===== src/rtl/fetch_queue_pkg.sv =====
// -----------------------------------------------------------------------------
// fetch_queue_pkg
// Shared types and constants for the instruction-fetch queue.
//   - rv32i_opcode_t : the control-flow opcodes recognised by predecode
//   - ST_*           : fetch FSM encodings (also visible on state_o)
//   - fetch_entry_t  : {pc, instr, ctrl} record held per FIFO slot
//   - is_ctrl_op()   : true for jal / jalr / branch opcodes
// Optional feature macro: FETCH_PREDECODE_EN (consumed by fetch_queue.sv).
// -----------------------------------------------------------------------------
package fetch_queue_pkg;

    localparam int FQ_XLEN = 32;

    typedef enum logic [6:0] {
        OP_BR   = 7'b1100011,
        OP_JALR = 7'b1100111,
        OP_JAL  = 7'b1101111
    } rv32i_opcode_t;

    // Fetch FSM encodings.
    localparam logic [1:0] ST_IDLE = 2'd0;  // nothing outstanding
    localparam logic [1:0] ST_REQ  = 2'd1;  // read outstanding, data wanted
    localparam logic [1:0] ST_DROP = 2'd2;  // read outstanding, data discarded

    typedef struct packed {
        logic [FQ_XLEN-1:0] pc;
        logic [FQ_XLEN-1:0] instr;
        logic               ctrl;
    } fetch_entry_t;

    function automatic logic is_ctrl_op(input logic [6:0] op);
        return (op == OP_JAL) || (op == OP_JALR) || (op == OP_BR);
    endfunction

endpackage


===== src/rtl/fetch_queue_if.sv =====
// -----------------------------------------------------------------------------
// fetch_queue_if
// Bus bundle for the fetch queue: the instruction-memory read channel and the
// dequeue channel toward decode. Signal suffixes are from the fetch queue's
// point of view.
//   imem_read_o / imem_addr_o   : read request, held until imem_resp_i
//   imem_resp_i / imem_rdata_i  : read completion and instruction word
//   deq_valid_o / deq_ready_i   : head-entry handshake toward decode
//   deq_pc_o / deq_instr_o / deq_ctrl_o : head entry contents
// Handshakes: a dequeue transfer happens on a rising edge where deq_valid_o
// and deq_ready_i are both 1 (and no flush). A memory read is accepted on the
// edge where imem_resp_i is 1; imem_read_o/imem_addr_o never change before it.
// Modports: master = fetch queue, slave = memory + decode environment.
// -----------------------------------------------------------------------------
interface fetch_queue_if #(
    parameter int WIDTH = 32
);
    logic             imem_read_o;
    logic [WIDTH-1:0] imem_addr_o;
    logic             imem_resp_i;
    logic [WIDTH-1:0] imem_rdata_i;
    logic             deq_valid_o;
    logic             deq_ready_i;
    logic [WIDTH-1:0] deq_pc_o;
    logic [WIDTH-1:0] deq_instr_o;
    logic             deq_ctrl_o;

    modport master (
        output imem_read_o,
        output imem_addr_o,
        input  imem_resp_i,
        input  imem_rdata_i,
        output deq_valid_o,
        input  deq_ready_i,
        output deq_pc_o,
        output deq_instr_o,
        output deq_ctrl_o
    );

    modport slave (
        input  imem_read_o,
        input  imem_addr_o,
        output imem_resp_i,
        output imem_rdata_i,
        input  deq_valid_o,
        output deq_ready_i,
        input  deq_pc_o,
        input  deq_instr_o,
        input  deq_ctrl_o
    );
endinterface


===== src/rtl/fetch_queue_fifo.sv =====
// -----------------------------------------------------------------------------
// fetch_fifo
// DEPTH-entry circular buffer with enqueue, dequeue and synchronous clear.
// Ports:
//   clk, rst      : clock, asynchronous active-low reset
//   clear_i       : empty the buffer at the edge; wins over enq_i/deq_i
//   enq_i         : write enq_data_i at the tail
//   enq_data_i    : entry to write
//   deq_i         : retire the head entry
//   head_o        : registered head entry
//   count_o       : occupancy 0..DEPTH
//   full_o/empty_o: occupancy flags
// Callers must not enqueue when full nor dequeue when empty; the fetch
// queue guarantees both through its single-outstanding-read structure.
// DEPTH must be a power of two so the pointers wrap by plain overflow.
// -----------------------------------------------------------------------------
module fetch_fifo #(
    parameter int DEPTH  = 4,
    parameter int DATA_W = 64
) (
    input  logic                       clk,
    input  logic                       rst,
    input  logic                       clear_i,
    input  logic                       enq_i,
    input  logic [DATA_W-1:0]          enq_data_i,
    input  logic                       deq_i,
    output logic [DATA_W-1:0]          head_o,
    output logic [$clog2(DEPTH):0]     count_o,
    output logic                       full_o,
    output logic                       empty_o
);
    localparam int PTR_W = $clog2(DEPTH);
    localparam int CNT_W = PTR_W + 1;

    logic [DATA_W-1:0] mem_q [DEPTH];
    logic [PTR_W-1:0]  head_q;
    logic [PTR_W-1:0]  tail_q;
    logic [CNT_W-1:0]  count_q;

    always_ff @(posedge clk or negedge rst) begin
        if (!rst) begin
            head_q  <= '0;
            tail_q  <= '0;
            count_q <= '0;
            for (int i = 0; i < DEPTH; i++) begin
                mem_q[i] <= '0;
            end
        end else if (clear_i) begin
            head_q  <= '0;
            tail_q  <= '0;
            count_q <= '0;
        end else begin
            if (enq_i) begin
                mem_q[tail_q] <= enq_data_i;
                tail_q        <= tail_q + PTR_W'(1);
            end
            if (deq_i) begin
                head_q <= head_q + PTR_W'(1);
            end
            case ({enq_i, deq_i})
                2'b10:   count_q <= count_q + CNT_W'(1);
                2'b01:   count_q <= count_q - CNT_W'(1);
                default: count_q <= count_q;
            endcase
        end
    end

    assign head_o  = mem_q[head_q];
    assign count_o = count_q;
    assign full_o  = (count_q == CNT_W'(DEPTH));
    assign empty_o = (count_q == '0);

endmodule


===== src/rtl/fetch_queue.sv =====
// -----------------------------------------------------------------------------
// fetch_queue
// Instruction-fetch stage placed after program_counter. Issues one read at a
// time for the current PC, buffers returned {pc, instr[, ctrl]} entries in a
// DEPTH-entry FIFO toward decode, and pulses pc_advance_o when a fetch is
// accepted so the PC steps by four on the same edge. flush_i throws away the
// buffered entries and any read still in flight.
// Ports:
//   clk, rst        : clock, asynchronous active-low reset (0 = reset)
//   pc_i            : current PC
//   pc_advance_o    : one-cycle pulse to program_counter load_plus_four_i
//   flush_i         : redirect; clears the queue, in-flight read is dropped
//   count_o         : FIFO occupancy
//   state_o         : fetch FSM state (ST_IDLE / ST_REQ / ST_DROP)
//   bus             : fetch_queue_if.master (imem read channel, deq channel)
// Optional feature: define FETCH_PREDECODE_EN to tag jal/jalr/branch words
// with ctrl=1 and drive it on deq_ctrl_o; otherwise deq_ctrl_o is 0 and no
// ctrl bit is stored.
// -----------------------------------------------------------------------------
module fetch_queue
    import fetch_queue_pkg::*;
#(
    parameter int WIDTH = 32,
    parameter int DEPTH = 4
) (
    input  logic                   clk,
    input  logic                   rst,
    input  logic [WIDTH-1:0]       pc_i,
    output logic                   pc_advance_o,
    input  logic                   flush_i,
    output logic [$clog2(DEPTH):0] count_o,
    output logic [1:0]             state_o,
    fetch_queue_if.master          bus
);
`ifdef FETCH_PREDECODE_EN
    localparam int ENTRY_W = 2 * WIDTH + 1;
`else
    localparam int ENTRY_W = 2 * WIDTH;
`endif

    logic [1:0]         state_q, state_d;
    logic [WIDTH-1:0]   req_pc_q, req_pc_d;
    logic               fifo_full;
    logic               fifo_empty;
    logic               deq_fire;
    logic [ENTRY_W-1:0] enq_data;
    logic [ENTRY_W-1:0] head_data;

    // Fetch FSM. A new read is only issued from IDLE with room in the FIFO;
    // because only one read is ever outstanding, occupancy cannot rise while
    // it is in flight, so the response always has a free slot.
    always_comb begin
        state_d      = state_q;
        req_pc_d     = req_pc_q;
        pc_advance_o = 1'b0;
        case (state_q)
            ST_IDLE: begin
                if (!flush_i && !fifo_full) begin
                    req_pc_d = pc_i;
                    state_d  = ST_REQ;
                end
            end
            ST_REQ: begin
                if (bus.imem_resp_i) begin
                    pc_advance_o = !flush_i;
                    state_d      = ST_IDLE;
                end else if (flush_i) begin
                    // The read cannot be withdrawn; remember to ignore it.
                    state_d = ST_DROP;
                end
            end
            ST_DROP: begin
                if (bus.imem_resp_i) begin
                    state_d = ST_IDLE;
                end
            end
            default: state_d = ST_IDLE;
        endcase
    end

    always_ff @(posedge clk or negedge rst) begin
        if (!rst) begin
            state_q  <= ST_IDLE;
            req_pc_q <= '0;
        end else begin
            state_q  <= state_d;
            req_pc_q <= req_pc_d;
        end
    end

    assign bus.imem_read_o = (state_q != ST_IDLE);
    assign bus.imem_addr_o = req_pc_q;
    assign state_o         = state_q;

    // Flush suppresses the dequeue so decode never consumes a stale head.
    assign deq_fire = !fifo_empty && bus.deq_ready_i && !flush_i;

`ifdef FETCH_PREDECODE_EN
    assign enq_data       = {req_pc_q, bus.imem_rdata_i, is_ctrl_op(bus.imem_rdata_i[6:0])};
    assign bus.deq_ctrl_o = head_data[0];
`else
    assign enq_data       = {req_pc_q, bus.imem_rdata_i};
    assign bus.deq_ctrl_o = 1'b0;
`endif

    fetch_fifo #(
        .DEPTH  (DEPTH),
        .DATA_W (ENTRY_W)
    ) u_fifo (
        .clk        (clk),
        .rst        (rst),
        .clear_i    (flush_i),
        .enq_i      (pc_advance_o),
        .enq_data_i (enq_data),
        .deq_i      (deq_fire),
        .head_o     (head_data),
        .count_o    (count_o),
        .full_o     (fifo_full),
        .empty_o    (fifo_empty)
    );

    assign bus.deq_valid_o = !fifo_empty;
    assign bus.deq_pc_o    = head_data[ENTRY_W-1 -: WIDTH];
    assign bus.deq_instr_o = head_data[ENTRY_W-WIDTH-1 -: WIDTH];

endmodule


===== src/flat_wrapper.sv =====
// flat-port wrapper written by rule: the top's interface ports become plain ports
module fetch_queue_flat import fetch_queue_pkg::*;
#(
    parameter int WIDTH = 32,
    parameter int DEPTH = 4
)
  (clk, rst, pc_i, pc_advance_o, flush_i, count_o, state_o, bus_imem_read_o, bus_imem_addr_o, bus_imem_resp_i, bus_imem_rdata_i, bus_deq_valid_o, bus_deq_ready_i, bus_deq_pc_o, bus_deq_instr_o, bus_deq_ctrl_o);
  fetch_queue_if #(.WIDTH(WIDTH)) bus_i ();
  input  logic clk;
  input  logic rst;
  input  logic [WIDTH-1:0] pc_i;
  output logic pc_advance_o;
  input  logic flush_i;
  output logic [$clog2(DEPTH):0] count_o;
  output logic [1:0] state_o;
  output wire logic [$bits(bus_i.imem_read_o)-1:0] bus_imem_read_o;
  output wire logic [$bits(bus_i.imem_addr_o)-1:0] bus_imem_addr_o;
  input wire logic [$bits(bus_i.imem_resp_i)-1:0] bus_imem_resp_i;
  input wire logic [$bits(bus_i.imem_rdata_i)-1:0] bus_imem_rdata_i;
  output wire logic [$bits(bus_i.deq_valid_o)-1:0] bus_deq_valid_o;
  input wire logic [$bits(bus_i.deq_ready_i)-1:0] bus_deq_ready_i;
  output wire logic [$bits(bus_i.deq_pc_o)-1:0] bus_deq_pc_o;
  output wire logic [$bits(bus_i.deq_instr_o)-1:0] bus_deq_instr_o;
  output wire logic [$bits(bus_i.deq_ctrl_o)-1:0] bus_deq_ctrl_o;
  assign bus_imem_read_o = bus_i.imem_read_o;
  assign bus_imem_addr_o = bus_i.imem_addr_o;
  assign bus_i.imem_resp_i = bus_imem_resp_i;
  assign bus_i.imem_rdata_i = bus_imem_rdata_i;
  assign bus_deq_valid_o = bus_i.deq_valid_o;
  assign bus_i.deq_ready_i = bus_deq_ready_i;
  assign bus_deq_pc_o = bus_i.deq_pc_o;
  assign bus_deq_instr_o = bus_i.deq_instr_o;
  assign bus_deq_ctrl_o = bus_i.deq_ctrl_o;
  fetch_queue #(.WIDTH(WIDTH), .DEPTH(DEPTH)) u_core (.clk(clk), .rst(rst), .pc_i(pc_i), .pc_advance_o(pc_advance_o), .flush_i(flush_i), .count_o(count_o), .state_o(state_o), .bus(bus_i));
endmodule

===== config.mk =====
export PLATFORM = sky130hd
export DESIGN_NAME = fetch_queue_flat
export DESIGN_NICKNAME = d
export VERILOG_FILES = /design/src/rtl/fetch_queue_pkg.sv /design/src/rtl/fetch_queue_if.sv /design/src/rtl/fetch_queue_fifo.sv /design/src/rtl/fetch_queue.sv /design/src/flat_wrapper.sv
export SDC_FILE = /design/constraint.sdc
export NUM_CORES = 1
export LEC_CHECK = 0
export CAP_MARGIN = 15
export CORE_MARGIN = 4
export CORE_UTILIZATION = 45
export CTS_CLUSTER_SIZE = 28
export DETAILED_ROUTE_END_ITERATION = 8
export PLACE_DENSITY = 0.68
export SYNTH_ARGS = -nofsm -noshare
export SYNTH_HDL_FRONTEND = slang
export SYNTH_SLANG_ARGS = --single-unit
export TNS_END_PERCENT = 20

===== constraint.sdc =====
create_clock -name clk -period 2.05 [get_ports clk]
set_input_delay 0.41 -clock clk [delete_from_list [all_inputs] [get_ports clk]]
set_output_delay 0.41 -clock clk [all_outputs]
set_load 0.05 [all_outputs]

### Word-level counts from Yosys, hierarchy flattened

Cells that the tools add are included.

* register bits: 297
* bits of input ports: 69
* output and inout bits: 105
* word-level logic and storage cells: 62

* add/sub/neg operators: 4
* $lt $le $gt $ge: 3
* eq/ne operators: 8
* multiplexer cells: 19
* bitwise logic cells: 3
* reduce and logical (&&, ||, !) cells: 16

Operators by type and width (count)
* bitwise mux 256 bit: 1
* 2-to-1 mux 64 bit: 3
* binary-select mux 64 bit (select 2 bit): 1
* demux 64 bit (select 2 bit): 1
* 2-to-1 mux 2 bit: 8
* >= comparator 3 bit, second input constant: 2
* inverter 2 -> 3 bit: 2
* one-hot mux 2 bit (3 select lines): 1
* one-hot mux 3 bit (2 select lines): 1
* nonzero test 2 bit: 3
* adder 2 x 1 -> 2 bit, second input constant: 2
* equality test 2 x 1 -> 1 bit, second input constant: 2
* equality test 2 bit, second input constant: 2
* logical AND 1 bit: 4
* AND reduction 2 bit: 2
* adder 3 x 1 -> 3 bit, second input constant: 1
* equality test 3 bit, second input constant: 1
* logical NOT 1 bit: 3
* logical NOT 3 bit: 1
* < comparator 3 x 1 -> 1 bit, second input constant: 1
* 2-to-1 mux 3 bit: 1
* inequality test 3 bit, second input constant: 1
* AND reduction 3 bit: 1
* nonzero test 3 bit: 1
* other kinds (6): 7

### Logic depth before layout (Yosys ltp)

Gate-level depths: netlist (run 1).

* depth in word-level cells: 7
* gate-level depth with buffers: 7
* gate-level depth less buffers: 6

### By module

From an unflattened synthesis (run 1), not the netlist that was laid out.

* cells, all modules: 740
* area, all modules: 14057.2 µm²

By module, submodules not included
* fetch_fifo: times used 1, cells each 658, area an instance 12719.7 µm², seq. area each 6581.3 µm²
* fetch_queue: times used 1, cells each 82, area an instance 1337.5 µm², seq. area each 850.8 µm²

### Worst setup path before layout (run 1)

No wires, ideal clock.

* kind: reg2reg
* start: reg u_core.u_fifo.count_q[0] (netlist: u_core.u_fifo.count_o[0])
* end: reg u_core.u_fifo.count_q[2] (netlist: u_core.u_fifo.count_o[2])
* library setup time: 0.125 ns
* arrival time: 2.198 ns
* data required time: 1.925 ns
* path slack: -0.273 ns
* stages on the path, launching flop included: 7
* buffers on the path: 0
* clock period less this slack: 2.323 ns
* path through: dfrtp_1 o31ai_1 nor3_1 fa_1 nand3b_1 o21ai_0 a2111oi_0

* longest elaborated chain between the ends: 7
* elaborated cells on any way between the ends: 11
* classes of those cells: add/sub: 2; eq/ne: 2; mux: 2; reduce/logical: 5

Ends and longest elaborated chain
* from (decl): line fetch_queue_fifo.sv:38 `logic [CNT_W-1:0] count_q;`
* from (signal assigned): line fetch_queue_fifo.sv:61 `2'b10: count_q <= count_q + CNT_W'(1);`
* from (signal assigned): line fetch_queue_fifo.sv:62 `2'b01: count_q <= count_q - CNT_W'(1);`
* from (signal assigned): line fetch_queue_fifo.sv:63 `default: count_q <= count_q;`
* logical NOT 3 bit: line fetch_queue_fifo.sv:71 `assign empty_o = (count_q == '0);`
* logical NOT 1 bit: line fetch_queue.sv:96 `assign deq_fire = !fifo_empty && bus.deq_ready_i && !flush_i;`
* logical AND 1 bit (2 in series): line fetch_queue.sv:96
* equality test 2 x 1 -> 1 bit / equality test 2 bit (equally long branches): line fetch_queue_fifo.sv:60 `case ({enq_i, deq_i})`
* one-hot mux 3 bit (2 select lines): line fetch_queue_fifo.sv:60
* 2-to-1 mux 3 bit: line fetch_queue_fifo.sv:48 `end else if (clear_i) begin`

Several ways; a longest one is shown, not always the timed one.
A chain may end at the register's enable or synchronous reset.

### Final worst setup path (run 1)

* start: reg u_core.u_fifo.head_q[0]
* end: out bus_deq_instr_o[9]

* longest elaborated chain between the ends: 4

Ends and longest elaborated chain
* from (decl): line fetch_queue_fifo.sv:36 `logic [PTR_W-1:0] head_q;`
* from (signal assigned): line fetch_queue_fifo.sv:58 `head_q <= head_q + PTR_W'(1);`
* inverter 2 -> 3 bit (implied by the code): line fetch_queue_fifo.sv:68 `assign head_o = mem_q[head_q];`
* binary-select mux 64 bit (select 2 bit): line fetch_queue_fifo.sv:68
* 2-to-1 mux 64 bit (implied by the code) (2 in series): line fetch_queue_fifo.sv:68
* to (decl): line flat_wrapper.sv:23 `output wire logic [$bits(bus_i.deq_instr_o)-1:0] bus_deq_instr_o;`

No other way between the ends. The select of a mux whose other input is x is not followed.

==> run summary, run 1 <==
Among all flip-flop cells after synthesis, the most frequent one is sky130_fd_sc_hd__dfrtp_1. Setup violations remaining at the end of the flow were counted as 67. The highest ir drop seen on vdd came out at 1070 uV. Synthesis produced a netlist with a net count of 822.

The final total negative setup slack is -19.64 ns. The critical path's largest stage delay came out at 0.54 ns. The average instance in the mapped netlist occupies 17.2 um2. The cell at the root of the clock tree is sky130_fd_sc_hd__clkbuf_16.

The antenna violation net count after detailed routing came out at 0. The pin count of the biggest net entering global routing is 54. The average wire length per cell after detail routing is 20.1 um. In the post-synthesis netlist, the biggest area contributors are sky130_fd_sc_hd__dfrtp_1 58%, sky130_fd_sc_hd__mux2_2 22%, sky130_fd_sc_hd__mux4_2 11%. The fraction of the yosys area taken by sequential cells is 57.7%. The biggest fanout along the worst timing path is 7.

The die area is 31400 um2. Setup repair after global routing could not meet its margin everywhere. The number of buffers and inverters on the critical path is 3.

The fraction of synthesis flops using an asynchronous set or reset pin came out at 100%. Routability-driven placement finished with a final weighted congestion of 0.765. The floorplan has 61 rows. The setup slack on the worst flop-to-flop path is 0.14 ns. The static power due to leakage came out at 7.74 nW. The number of placed instances, taps included, is 1305. TritonCTS built the clock tree.

The total vias in the final route is 7252. The initial core utilization came out at 46.0%. The non-filler instance count after layout came out at 1367. The worst hold-check path type is input pin to asynchronous set/reset pin. The pre-antenna-repair detailed-routing pass consisted of 4 iterations. The DRC violations left is 0.

The transition at the pin with the smallest max-transition slack is 0.508 ns. Counting flops and latches in the post-synthesis netlist gives 297. The share of layout cells above drive strength 1 is 52.4%. The number of global-route vias before repair is 8096. The insertion delay of the later-clocked pin in the worst-skew pair came out at 0.50 ns. STA classifies the critical path startpoint as a register.

No sink is reached through more buffers than the 3 on the longest clock path. The count of flip-flops with a built-in enable after synthesis is 0. The clock transition at the register clock pins on the worst setup and hold paths after CTS is 0.06 ns.

For this block, the routed nets add up to 27.5 mm of wire. The global route total overflow came out at 0. The number of sinks driven by the clock tree is 297. The overall die height is 177 um. The cell with the biggest individual delay on the critical path is sky130_fd_sc_hd__mux4_2. The final clock skew came out at 0.0126 ns.

TritonCTS created 34 clock buffers. The number of max-slew violations in the final report came to 0. The I/O pin total came out at 174.

The critical path goes through buf_12, buf_12, mux4_2, buf_6. The layout overhead on the synthesized area came out at 30.3%. The H-tree generated during clock tree synthesis spans 2 levels.

The floorplan step set the die width to 177 um. The distinct cell type count of the synthesized netlist came out at 38. The final reports fail on negative setup slack. The estimated wirelength of the detail-placed design is 17.6 mm. Based on the critical path, the design can be clocked at up to 416 MHz. In this design, the critical path's most frequently occurring cell is sky130_fd_sc_hd__buf_12. The worst setup timing slack at the placement stage is -0.200 ns. The time the final worst path needs with I/O delays and setup came out at 2.40 ns. The first global-routing pass estimated 44.5 mm of wire. Ranked by instance count, the synthesized netlist is headed by 297 x sky130_fd_sc_hd__dfrtp_1, 251 x sky130_fd_sc_hd__mux2_2, 64 x sky130_fd_sc_hd__mux4_2. The worst pin sits at a relative slew slack of 66.3%. After synthesis, the largest area contributor takes up 57.7% of total cell area. The cell area power density came out at 1450 nW/um2.

The critical path arrival is 1.99 ns. The average via count per standard cell is 5.31. The category of the critical setup timing path is register to primary output. The number of nets at the end of the flow is 1044.

The global-route total usage across every layer is 17.9%. The core box area came out at 28000 um2. In the post-route analysis, the smallest setup slack over all paths is -0.355 ns. The total of max-cap violations is 0. The number of hold violations in the final report is 0. The required time of the critical path came out at 1.64 ns. The number of warnings reported in the yosys synthesis log is 0. The run finished, with violations left. The count of mapped cells out of synthesis is 748. Of all cell types, the one taking the most synthesized area is sky130_fd_sc_hd__dfrtp_1. The share of the core filled with cells is 60.0%. The gate family responsible for the most delay along the worst path is multiplexers. The netlist area before placement is 12900 um2. The worst setup path is captured at a primary output. The diode insertion count for antenna repair came out at 0. On the final layout, the worst hold slack is 0.429 ns. The ratio of final minimum period to clock period came out at 117%. Yosys instantiated no cell more often than sky130_fd_sc_hd__dfrtp_1. The number of antenna violations at the first check in global routing is 0. The count of routing violations after the opening detailed-route iteration came out at 317. The number of port buffers came out at 172.
==> metal layers <==
metal,vias up,global-route usage [%],wire length [um]
met5,-,0,0
met4,0,3.97,448
met3,41,3.80,1390
met2,155,28.4,12800
met1,3836,25.8,12800
li1,3220,-,-
==> worst paths after layout <==
path	endpoint	start	cells after the start
min in group clk	u_core.u_fifo.mem_q[45]$_DFFE_PN0P_	u_core.u_fifo.mem_q[45]$_DFFE_PN0P_	1
hold reg to reg	u_core.u_fifo.mem_q[45]$_DFFE_PN0P_	u_core.u_fifo.mem_q[45]$_DFFE_PN0P_	1
max in group asynchronous	u_core.u_fifo.mem_q[65]$_DFFE_PN0P_	rst	3
hold / removal	u_core.u_fifo.mem_q[202]$_DFFE_PN0P_	rst	2
setup reg to reg	u_core.u_fifo.count_o[2]$_DFFE_PN0P_	u_core.u_fifo.count_o[1]$_DFFE_PN0P_	6
setup / recovery	bus_deq_instr_o[9]	u_core.u_fifo.head_q[0]$_DFFE_PN0P_	4
==> power by group <==
part / switching [W] / total [W] / internal (W)
logic: 0.00566 / 0.00993 / 0.00427
registers: 0.00105 / 0.00843 / 0.00739
clock network: 0.00230 / 0.00597 / 0.00368
total: 0.00901 / 0.0243 / 0.0153
==> cells in the final DEF (no fill, tap or decap), drive strengths merged, types with 3 or more instances in the layout <==
master	n
ha	4
dfrtp	297
clkinv	3
nand3b	3
dlygate4sd2	31
buf	134
nor2	5
mux4	64
mux2	288
xor2	3
nand2	7
xnor2	4
inv	3
clkdlybuf4s50	67
clkbuf	48
==> sequential cells by signal (all words and copies together), names as in the netlist <==
signal,cells
u_core.u_fifo.mem_q,256
u_core.bus.imem_addr_o,32
u_core.u_fifo.count_o,3
u_core.state_o,2
u_core.u_fifo.head_q,2
u_core.u_fifo.tail_q,2
==> cells by family (layout without fill, tap and decap cells) <==
family	Yosys count	in the layout	synth area share, %
AO/OA/AOI/OAI	10	10	0.602
XOR/XNOR	7	7	0.476
adder cells (fa/ha/maj)	5	5	0.544
buffers and inverters	49	290	2.95
flip-flops	297	297	57.7
multiplexers	352	352	36.4
other	1	1	0.0291
AND/OR/NAND/NOR	27	27	1.37
==> layout make-up <==
cell class	instances	area [um2]
multi-input cells	402	5100
fillers	2163	11200
clock buffers	48	1010
well taps	378	473
repair buffers	233	2670
inverters	2	7.51
clock inverters	7	91.3
flip-flops and latches	297	7440
==> metrics by stage <==
step	total power [W]	area, um2
after floorplan	0.0149	12900
after global placement	0.0178	15300
after detailed placement	0.0180	15300
after CTS	0.0246	16800
after global routing	0.0255	16800
final	0.0243	16800
==> timing repair <==
item                                    CTS  global route
gates resized for setup                 103             1
pin swaps                                 1             0
endpoints found under the setup margin   97            68
setup buffers                             4             0
hold buffers                              1             0
gates cloned                              2             0
endpoints found under the hold margin    43             0
Power figures use the tool's default switching activity.
==> run 2: changes to the inputs <==
- PLACE_DENSITY: 0.68 -> 0.65
- clock period: 2.05 -> 2.8 ns (I/O delays scaled with it)
==> run summary, run 2 (synthesis results as in run 1) <==
The run finished with clean final reports. The critical path arrival came out at 2.15 ns (+0.16 ns). The total of max-cap violations is 0 (unchanged). The global-route wire length before repair was 45.6 mm (+2.6%). The register with the most flip-flops in the final layout is u_core.u_fifo.mem_q. STA classifies the critical path startpoint as a register. The biggest fanout along the worst timing path is 7 (unchanged). The global routing met1 resource utilization came out at 25.2% (-0.58 points). The placed instance area came to 15300 um2 (-0.39%). The met2 routing resource usage after global routing came out at 30.1% (+1.6 points).

In the layout the commonest cells are 295 x sky130_fd_sc_hd__dfrtp_1, 251 x sky130_fd_sc_hd__mux2_2, 106 x sky130_fd_sc_hd__clkdlybuf4s50_1. The share of layout cells above drive strength 1 was 48.6% (-3.8 points). The DRC violations left was 0 (unchanged). The width of the chip is 177 um (unchanged). The final wirelength came out at 28.0 mm (+2.1%). The number of nets at the end of the flow came out at 1010 (-3.3%). The antenna violation net count after detailed routing is 0 (unchanged). The share of the core filled with cells is 58.7% (-1.2 points). The flip-flop count of the largest register after layout is 256 (unchanged).

The clock transition at the register clock pins on the worst setup and hold paths after CTS is 0.06 ns (about the same). The total vias in the final route is 7241 (-0.15%). The ratio of final minimum period to clock period is 96.6%.

The highest ir drop seen on vdd came to 647 uV (-40%). Relative to the synthesized area, the layout overhead comes to 27.7%. The routability congestion estimate came out at 0.733 (-4.2%). The transition at the pin with the smallest max-transition slack is 0.569 ns (+0.0611 ns). In this run the worst setup path begins at u_core.u_fifo.count_o[0]$_DFFE_PN0P_. The required time of the critical path is 2.24 ns (+0.60 ns). The total CTS buffers is 34 (unchanged).

The number of hold violations in the final report came to 0 (unchanged). The number of antenna violations at the first check in global routing came out at 1 (+1). The number of sinks driven by the clock tree came out at 297 (unchanged).

The overall die height was 177 um (unchanged). The initial core utilization is 46.0% (unchanged). The CTS H-tree depth is 2 (unchanged). The global-route total usage across every layer came out at 18.3% (+0.35 points). The tightest min-delay check is of the register to register type. The number of detailed-routing iterations run before antenna repair came out at 4 (unchanged).

The worst-case reg-to-reg path depth came out at 6 (unchanged). The estimated wirelength of the detail-placed design is 18.1 mm (+2.9%). The critical path is of the register to primary output type.

The final total negative setup slack is 0 ns (+19.64 ns). The count of routing violations after the opening detailed-route iteration is 316 (-0.32%). The worst setup timing slack at the placement stage came to 0.0142 ns (+0.214 ns). The pin count of the biggest net entering global routing is 68 (+26%). The number of setup violations in the final report came out at 0 (-100%). Counting I/O delays and the setup requirement, the final critical path takes 2.71 ns.

The final clock skew came to 0.0158 ns (+0.00329 ns). The number of global-route vias before repair came out at 8467 (+4.6%). The number of placement rows came out at 61 (unchanged). Derived from the worst setup path, the maximum achievable clock frequency is 370 MHz. The average wire length per cell after detail routing is 21.0 um (+4.3%). The I/O pin total is 174 (unchanged). The global route total overflow is 0 (unchanged). The number of post-CTS setup repair buffers is 0 (-4). The die area came out at 31400 um2 (unchanged). The buffer depth of the longest clock path was 3 (unchanged). The worst setup path is captured at a primary output. The final standard cell area without fillers came out at 16500 um2 (-2.1%). The setup slack on the worst flop-to-flop path is 0.38 ns (+0.24 ns). The insertion delay of the later-clocked pin in the worst-skew pair is 0.50 ns (about the same). The most utilized layer in the global route result is met2. In this run the critical register-to-register path is launched from u_core.u_fifo.count_o[0]$_DFFE_PN0P_. Leaving out fill and tap cells, the most frequent cell in the layout is sky130_fd_sc_hd__dfrtp_1. The core box area came to 28000 um2 (unchanged). The cell at the root of the clock tree is sky130_fd_sc_hd__clkbuf_16. The number of max-slew violations in the final report is 0 (unchanged).

The static power due to leakage is 7.50 nW (-3.2%). The number of port buffers is 172 (unchanged). The relative max-transition margin came out at 61.7% (-4.5 points). The overall power of the completed layout came out at 0.0181 W (-26%). The final setup slack of the worst path is 0.0944 ns (+0.449 ns).

The average via count per standard cell is 5.41 (+2.0%). The global routing usage on met3 is 3.67% (-0.13 points). The most critical setup path has its endpoint at bus_deq_valid_o. The cell area power density is 1100 nW/um2 (-24%).

The endpoint identified for the worst register-to-register timing path is u_core.u_fifo.count_o[2]$_DFFE_PN0P_. TritonCTS built the clock tree.
[run 2: cell types whose count changed in the layout (fill, tap and decap cells not counted), sizes merged]
| cell | delta |
|---|---|
| diode | +1 |
| inv | -1 |
| clkbuf | +6 |
| clkdlybuf4s50 | +39 |
| buf | -42 |
| clkinv | -1 |
| dlygate4sd2 | -31 |
[run 2: report_power, final]
group | internal (W) | total [W] | switching, W
logic | 0.00329 | 0.00745 | 0.00416
registers | 0.00541 | 0.00619 | 0.000785
clock network | 0.00280 | 0.00447 | 0.00168
[run 2: repair_timing]
action                                  CTS  global route
resized for setup                         0             1
hold buffers                              1             0
hold endpoints to repair                 47             0
endpoints found under the setup margin    0             6
[run 2: layer usage]
metal  vias to the layer above  part of all wire, %
met4                         2                  1.9
met1                      3862                   45
met5                         -                0.043
met2                       168                   48
li1                       3163                    -
met3                        46                  4.6
[run 2: layout make-up]
class	instances	area [um2]
Inverter	2	7.51
Sequential cell	297	7440
Antenna cell	1	2.50
Clock inverter	5	77.6
Tap cell	378	473
Timing Repair Buffer	199	2300
Clock buffer	54	1070
Fill cell	2114	11600
Multi-Input combinational cell	402	5080
[run 2: stage by stage]
| stage | hold WS (ns) | std cells |
|---|---|---|
| after detailed placement | 0.475 | 1277 |
| final | 0.484 | 1338 |
| after global placement | 0.468 | 1277 |
| after global routing | 0.504 | 1337 |
| after floorplan | 0.264 | 748 |
| after CTS | 0.488 | 1337 |
[run 2: worst max-delay path, stage by stage, from the launching register on]
cell                              delay (ns)
sky130_fd_sc_hd__dfrtp_1                0.46
sky130_fd_sc_hd__or3_1                  0.46
sky130_fd_sc_hd__clkdlybuf4s50_1        0.73
[run 2: worst min path at each step]
| stage | startpoint | endpoint | cells after the start |
|---|---|---|---|
| after global routing | u_core.u_fifo.mem_q[226]$_DFFE_PN0P_ | u_core.u_fifo.mem_q[226]$_DFFE_PN0P_ | 1 |
| after CTS | u_core.u_fifo.mem_q[125]$_DFFE_PN0P_ | u_core.u_fifo.mem_q[125]$_DFFE_PN0P_ | 1 |
| after floorplan | rst | u_core.bus.imem_addr_o[0]$_DFFE_PN0P_ | 0 |
| after detailed placement | u_core.u_fifo.mem_q[125]$_DFFE_PN0P_ | u_core.u_fifo.mem_q[125]$_DFFE_PN0P_ | 1 |
| after global placement | u_core.u_fifo.mem_q[123]$_DFFE_PN0P_ | u_core.u_fifo.mem_q[123]$_DFFE_PN0P_ | 1 |
| final | u_core.u_fifo.mem_q[60]$_DFFE_PN0P_ | u_core.u_fifo.mem_q[60]$_DFFE_PN0P_ | 1 |
